## src/rtl/hwpe_switch_ctrl_pkg.sv

```systemverilog
// rtl/hwpe_switch_ctrl_pkg.sv - shared types and limits for the HWPE switch controller
package pulp_cluster_package;

  localparam int HWPE_SW_MAX_HWPES = 8;

  typedef enum logic [2:0] {
    ST_OFF    = 3'd0,
    ST_ACTIVE = 3'd1,
    ST_DRAIN  = 3'd2,
    ST_GATE   = 3'd3,
    ST_CLEAR  = 3'd4,
    ST_ENABLE = 3'd5
  } hwpe_switch_state_e;

endpackage

```

## src/rtl/hwpe_switch_ctrl_outstanding_cnt.sv

```systemverilog
// rtl/hwpe_switch_ctrl_outstanding_cnt.sv - in-flight TCDM transaction counter with saturation flags
module hwpe_outstanding_cnt
  import pulp_cluster_package::*;
#(
  parameter int N_PORTS         = 9,
  parameter int MAX_OUTSTANDING = 8,
  localparam int CW             = $clog2(MAX_OUTSTANDING + 1)
) (
  input  logic               clk,
  input  logic               rst,
  input  logic               i_clr,
  input  logic [N_PORTS-1:0] i_req,
  input  logic [N_PORTS-1:0] i_gnt,
  input  logic [N_PORTS-1:0] i_rvalid,
  output logic [CW-1:0]      o_cnt,
  output logic               o_ovf,
  output logic               o_udf
);

  logic [CW-1:0] r_cnt;
  logic [CW-1:0] w_cnt_nxt;
  int            w_add;
  int            w_sub;
  int            w_sum;

  // Signed sum so a response at zero shows up as a negative result rather than wrapping.
  always_comb begin
    w_add = 0;
    w_sub = 0;
    for (int i = 0; i < N_PORTS; i++) begin
      w_add = w_add + int'(i_req[i] & i_gnt[i]);
      w_sub = w_sub + int'(i_rvalid[i]);
    end
    w_sum = int'(r_cnt) + w_add - w_sub;
    o_ovf = (w_sum > MAX_OUTSTANDING);
    o_udf = (w_sum < 0);
    if (i_clr || o_udf) begin
      w_cnt_nxt = '0;
    end else if (o_ovf) begin
      w_cnt_nxt = CW'(MAX_OUTSTANDING);
    end else begin
      w_cnt_nxt = CW'(w_sum);
    end
  end

  always_ff @(posedge clk or posedge rst) begin
    if (rst) begin
      r_cnt <= '0;
    end else begin
      r_cnt <= w_cnt_nxt;
    end
  end

  assign o_cnt = r_cnt;

endmodule

```

## src/rtl/hwpe_switch_ctrl.sv

```systemverilog
// rtl/hwpe_switch_ctrl.sv - drain/gate/clear/enable sequencer for switching the active HWPE
// Optional drain watchdog: HWPE_SWITCH_TIMEOUT_EN.
module hwpe_switch_ctrl
  import pulp_cluster_package::*;
#(
  parameter int N_HWPES         = 2,
  parameter int N_PORTS         = 9,
  parameter int MAX_OUTSTANDING = 8,
  parameter int CLEAR_CYCLES    = 2,
`ifdef HWPE_SWITCH_TIMEOUT_EN
  parameter int TIMEOUT_CYCLES  = 1024,
`endif
  localparam int SEL_W          = (N_HWPES > 1) ? $clog2(N_HWPES) : 1
) (
  input  logic               clk,
  input  logic               rst,
  input  logic               test_mode_i,
  input  logic               req_valid_i,
  output logic               req_ready_o,
  input  logic [SEL_W-1:0]   req_sel_i,
  input  logic               req_en_i,
  input  logic [N_HWPES-1:0] hwpe_busy_i,
  input  logic [N_PORTS-1:0] tcdm_req_i,
  input  logic [N_PORTS-1:0] tcdm_gnt_i,
  input  logic [N_PORTS-1:0] tcdm_rvalid_i,
  output logic [N_HWPES-1:0] hwpe_en_o,
  output logic [SEL_W-1:0]   hwpe_sel_o,
  output logic [N_HWPES-1:0] hwpe_clear_o,
  output logic               cfg_block_o,
  output logic               done_o,
  output logic               err_o
);

  localparam int CW  = $clog2(MAX_OUTSTANDING + 1);
  localparam int CCW = $clog2(CLEAR_CYCLES + 1);

  hwpe_switch_state_e r_state, w_state_nxt;
  logic [SEL_W-1:0]   r_sel, r_target_sel;
  logic               r_target_en;
  logic [CCW-1:0]     r_clr_cnt;
  logic               r_done, r_err;
  logic [CW-1:0]      w_cnt;
  logic               w_ovf, w_udf, w_timeout;
  logic               w_idle, w_accept, w_same, w_drained;
  logic [N_HWPES-1:0] w_onehot;

  hwpe_outstanding_cnt #(
    .N_PORTS        (N_PORTS),
    .MAX_OUTSTANDING(MAX_OUTSTANDING)
  ) u_cnt (
    .clk     (clk),
    .rst     (rst),
    .i_clr   (w_timeout),
    .i_req   (tcdm_req_i),
    .i_gnt   (tcdm_gnt_i),
    .i_rvalid(tcdm_rvalid_i),
    .o_cnt   (w_cnt),
    .o_ovf   (w_ovf),
    .o_udf   (w_udf)
  );

`ifdef HWPE_SWITCH_TIMEOUT_EN
  localparam int TW = $clog2(TIMEOUT_CYCLES + 1);
  logic [TW-1:0] r_to_cnt;

  assign w_timeout = (r_state == ST_DRAIN) && (r_to_cnt == TW'(TIMEOUT_CYCLES - 1));

  always_ff @(posedge clk or posedge rst) begin
    if (rst) begin
      r_to_cnt <= '0;
    end else begin
      r_to_cnt <= ((r_state == ST_DRAIN) && !w_timeout) ? r_to_cnt + 1'b1 : '0;
    end
  end
`else
  assign w_timeout = 1'b0;
`endif

  assign w_idle    = (r_state == ST_OFF) || (r_state == ST_ACTIVE);
  assign w_accept  = w_idle && req_valid_i;
  assign w_same    = (req_sel_i == r_sel) && (req_en_i == (r_state == ST_ACTIVE));
  assign w_drained = !hwpe_busy_i[r_sel] && (w_cnt == '0);

  always_comb begin
    w_onehot = '0;
    for (int i = 0; i < N_HWPES; i++) w_onehot[i] = (r_sel == SEL_W'(i));
  end

  always_ff @(posedge clk or posedge rst) begin
    if (rst) r_state <= ST_OFF;
    else     r_state <= w_state_nxt;
  end

  always_comb begin
    w_state_nxt = r_state;
    case (r_state)
      ST_OFF, ST_ACTIVE: begin
        // Nothing is clocked while OFF, so there is nothing to drain.
        if (w_accept && !w_same) w_state_nxt = (r_state == ST_OFF) ? ST_GATE : ST_DRAIN;
      end
      ST_DRAIN:  if (w_drained || w_timeout) w_state_nxt = ST_GATE;
      ST_GATE:   w_state_nxt = r_target_en ? ST_CLEAR : ST_OFF;
      ST_CLEAR:  if (r_clr_cnt == CCW'(CLEAR_CYCLES - 1)) w_state_nxt = ST_ENABLE;
      ST_ENABLE: w_state_nxt = ST_ACTIVE;
      default:   w_state_nxt = ST_OFF;
    endcase
  end

  always_comb begin
    req_ready_o  = 1'b0;
    hwpe_en_o    = '0;
    hwpe_clear_o = '0;
    cfg_block_o  = 1'b0;
    case (r_state)
      ST_OFF:    req_ready_o = 1'b1;
      ST_ACTIVE: begin
        req_ready_o = 1'b1;
        hwpe_en_o   = w_onehot;
      end
      ST_DRAIN: begin
        hwpe_en_o   = w_onehot;
        cfg_block_o = 1'b1;
      end
      ST_GATE:   cfg_block_o = 1'b1;
      ST_CLEAR: begin
        hwpe_en_o    = w_onehot;
        hwpe_clear_o = w_onehot;
        cfg_block_o  = 1'b1;
      end
      ST_ENABLE: hwpe_en_o = w_onehot;
      default:   ;
    endcase
    if (test_mode_i) hwpe_en_o = '1;
  end

  always_ff @(posedge clk or posedge rst) begin
    if (rst) begin
      r_sel        <= '0;
      r_target_sel <= '0;
      r_target_en  <= 1'b0;
      r_clr_cnt    <= '0;
      r_done       <= 1'b0;
      r_err        <= 1'b0;
    end else begin
      r_done <= 1'b0;
      if (w_accept) begin
        if (w_same) begin
          r_done <= 1'b1;
        end else begin
          r_target_sel <= req_sel_i;
          r_target_en  <= req_en_i;
        end
      end
      if (r_state == ST_GATE) begin
        r_sel <= r_target_sel;
        if (!r_target_en) r_done <= 1'b1;
      end
      r_clr_cnt <= (r_state == ST_CLEAR) ? r_clr_cnt + 1'b1 : '0;
      if (w_ovf || w_udf || w_timeout) r_err <= 1'b1;
    end
  end

  assign hwpe_sel_o = r_sel;
  assign done_o     = r_done || (r_state == ST_ENABLE);
  assign err_o      = r_err;

endmodule

```

## config.mk

```make
export PLATFORM = sky130hd
export DESIGN_NAME = hwpe_switch_ctrl
export DESIGN_NICKNAME = d
export VERILOG_FILES = /design/src/rtl/hwpe_switch_ctrl_pkg.sv /design/src/rtl/hwpe_switch_ctrl_outstanding_cnt.sv /design/src/rtl/hwpe_switch_ctrl.sv
export SDC_FILE = /design/constraint.sdc
export NUM_CORES = 1
export LEC_CHECK = 0
export BUFFER_PORTS_ARGS = -buffer_cell sky130_fd_sc_hd__buf_2
export CORE_UTILIZATION = 45
export DETAILED_ROUTE_END_ITERATION = 12
export GPL_TIMING_DRIVEN = 0
export MAX_ROUTING_LAYER = met4
export PLACE_DENSITY = 0.73
export SETUP_SLACK_MARGIN = 0.1
export SLEW_MARGIN = 20
export SYNTH_ARGS = -nofsm -noshare
export SYNTH_HDL_FRONTEND = slang
export SYNTH_SLANG_ARGS = --single-unit
```

## constraint.sdc

```tcl
create_clock -name clk -period 5.45 [get_ports clk]
set_input_delay 1.3625 -clock clk [delete_from_list [all_inputs] [get_ports clk]]
set_output_delay 1.3625 -clock clk [all_outputs]
set_load 0.02 [all_outputs]
```

==> reports/metrics.csv <==
metric,value,unit
status,"finished, violations left",
failing checks,negative setup slack,
Max-slew headroom,64.4,%
leading area contributor after synthesis,dfrtp_1,
Final Critical Period,5.71,ns
hpwl dp,2120,um
largest net degree at the start of global routing,15,
top post-synthesis cells by area,"dfrtp_1 (27%), fa_1 (22%), ha_1 (11%)",
row count,19,
global-route usage over all layers,18.7,%
clock slew at reported path FFs,0.08,ns
critical path launch point,tcdm_rvalid_i[1],
YS warnings,0,
FF+latch area,350,um2
total power,0.898,mW
Mapped Avg Cell Area,9.70,um2
RSZ-0062 raised after global routing,true,
routed vias/inst,5.00,
Layout Cells excl Fill,213,
total number of vias,1064,
Worst EP required,5.61,ns
post-route cell area,1630,um2
Horiz. Die Dim,55.5,um
# hold bufs at CTS,0,
Post-Syn Instances,133,
Place WS,-0.610,ns
Setup crit end kind,register,
worst-path fanout max,5,
Leak,0.855,nW
maximum VDD drop,0.378,mV
"Net Count, Synth",193,
max frequency,175,MHz
RD Place Congestion,0.814,
met2 Track Usage GR,29.3,%
"crit path setup slack, layout",-0.258,ns
total CTS buffers,3,
Initial Utilization,47.2,%
Setup Skew,0.00454,ns
total grt overflow,0,
final setup violation count,5,
Placement Cell Area,1570,um2
critical path class,in -> reg,
crit start category,input port,
DRC,0,
synth unique cells,32,
Hold WC Path Type,reg -> reg,
antenna violations before repair,0,
Placed Instances,207,
mapped cell area,1290,um2
final slew viol count,0,
DIE AREA,3080,um2
Port Buf Inserts,43,
core box area,2730,um2
P per Cell Area,551,nW/um2
Final ANT Viol Nets,0,
clk sink count,14,
initial drt markers,23,
Clock Path Buffers,2,
Fillers,239,
Fin. Hold Viols,0,
peak-usage layer in the global routing report,met2,
number of global-route vias before repair,1052,
die height,55.5,um
Worst Min Path Start,r_clr_cnt[0],
Root Buffer,clkbuf_4,
Synth top area share,27.2,%
grt met1 use,24.7,%
Reg2Reg Launch Point,u_cnt.o_cnt[1],
insertion delay to the later sink of the worst-skew pair,0.29,ns
n_diodes,0,
Worst Tran Pin Value,0.533,ns
global-route wire length before repair,4410,um
max cap viols,0,
#FFs+latches synth,14,
IO Count,44,
layout cells sized above 1,33.5,%
H-tree depth,1,
DR pass1 iterations,4,
GR Util met3,5.62,%
DR WL/cell,11.7,um
CTS tree,done,
Worst EP arrival,5.86,ns
drt total wl,2480,um
sequential share of the synthesized area,27.2,%
Layout area overhead,26.3,%
nets@finish,243,
crit share post-route,105,%
Multi-input gate area,867,um2
cell usage in the layout, fill, tap and decap left out, types with 2 or more instances in the layout:
master	synthesis	routed
a21oi_1	6	5
nand2b_1	2	2
buf_4	0	2
inv_2	0	2
nand2_1	7	7
dfrtp_1	14	14
ha_1	11	9
fa_1	14	13
buf_6	0	2
a31o_2	2	2
o21ai_0	3	2
xor2_1	3	3
clkbuf_1	2	2
nor3_1	2	2
mux2_2	2	2
nand3b_1	3	3
o21bai_1	2	2
buf_2	0	41
o211ai_1	2	2
and2_1	4	4
inv_1	22	20
a21boi_1	0	2
a21o_1	2	2
clkbuf_4	0	3
nand3_1	2	2
nor2_1	14	14
report_power, final:
part           switching [mW]  internal [mW]  total, mW  leakage (nW)
Clock                  0.0352         0.0407     0.0760        0.0210
Combinational           0.350          0.302      0.652         0.656
Sequential             0.0295          0.141      0.170         0.178
Total                   0.415          0.483      0.898         0.855
metrics by stage:
stage	hold slack, ns	utilization [%]	setup TNS, ns
after global placement	0.420	57.3	-2.51
after CTS	0.444	59.3	-1.17
after global routing	0.453	59.6	-2.10
after detailed placement	0.432	57.3	-3.02
after floorplan	0.410	-	-1.03
final	0.438	59.6	-1.19
sequential cells by signal, summed over array words and instances (netlist names):
register	count
err_o	1
hwpe_sel_o	1
r_clr_cnt	2
r_done	1
r_state	3
r_target_en	1
r_target_sel	1
u_cnt.o_cnt	4
cell families (layout without fill, tap and decap cells):
family | after synthesis | after routing | share of synthesized area, %
muxes | 4 | 4 | 3.69
DFF | 14 | 14 | 27.2
adders and majority gates | 25 | 25 | 32.4
and+or+nand+nor | 37 | 37 | 14.0
AOI/OAI and AO/OA | 24 | 24 | 12.8
xor gates and xnor gates | 4 | 4 | 2.72
buffers and inverters | 25 | 74 | 7.27
what timing repair did:
action / 4_1_cts / 5_1_grt
cloned: 0 / 0
setup buffers: 1 / 1
setup endpoints to repair: 5 / 5
gates resized for setup: 3 / 2
pin swaps: 10 / 5
per-layer routing:
| layer | wire length, um | vias to the layer above |
|---|---|---|
| met3 | 104 | 6 |
| met2 | 1200 | 23 |
| met5 | 0 | - |
| li1 | - | 531 |
| met1 | 1140 | 504 |
| met4 | 35 | 0 |
path summary, 6_finish.rpt:
kind	endpoint	slack [ns]	cells past startpoint
setup reg to reg	u_cnt.o_cnt[2]	1.34	16
hold / removal	r_clr_cnt[0]	0.44	1
max in group asynchronous	r_target_en	4.00	2
hold reg to reg	r_clr_cnt[0]	0.44	1
min in group asynchronous	u_cnt.o_cnt[0]	1.10	2
setup / recovery	u_cnt.o_cnt[2]	-0.26	20
layout make-up:
class	count	share of cell area (%)
Inverter	23	5.30
Buffer	2	0.461
Sequential cell	14	21.5
Multi-Input combinational cell	94	53.2
Timing Repair Buffer	45	14.9
Clock buffer	4	2.23
Tap cell	31	2.38
Yosys cell counts, drive strengths merged:
cell type,number
o311a,1
xnor2,1
a21oi,6
and2,4
nand4,1
nand3,2
nor2,14
fa,14
o211ai,2
mux2,3
nand2b,2
dfrtp,14
mux2i,1
nand2,7
o21ai,4
o311ai,1
inv,22
a211oi,1
xor2,3
clkbuf,2
clkinv,1
and3b,1
nor3,2
ha,11
nor2b,1
o21bai,2
a21o,2
a21boi,3
a31o,2
nand3b,3
worst max-delay path: stages:
cell and delay [ns]:
buf_6 0.09, ha_4 0.25, inv_2 0.03, fa_1 0.48, inv_1 0.06, fa_1 0.46
fa_1 0.51, inv_2 0.04, fa_1 0.55, fa_1 0.42, ha_2 0.20, fa_2 0.37
a21oi_2 0.15, nor2b_1 0.06, nor2_1 0.12, ha_1 0.24, nand2b_1 0.12, a21oi_1 0.05
nand3b_1 0.18, a21boi_0 0.12
Power figures use the tool's default switching activity.
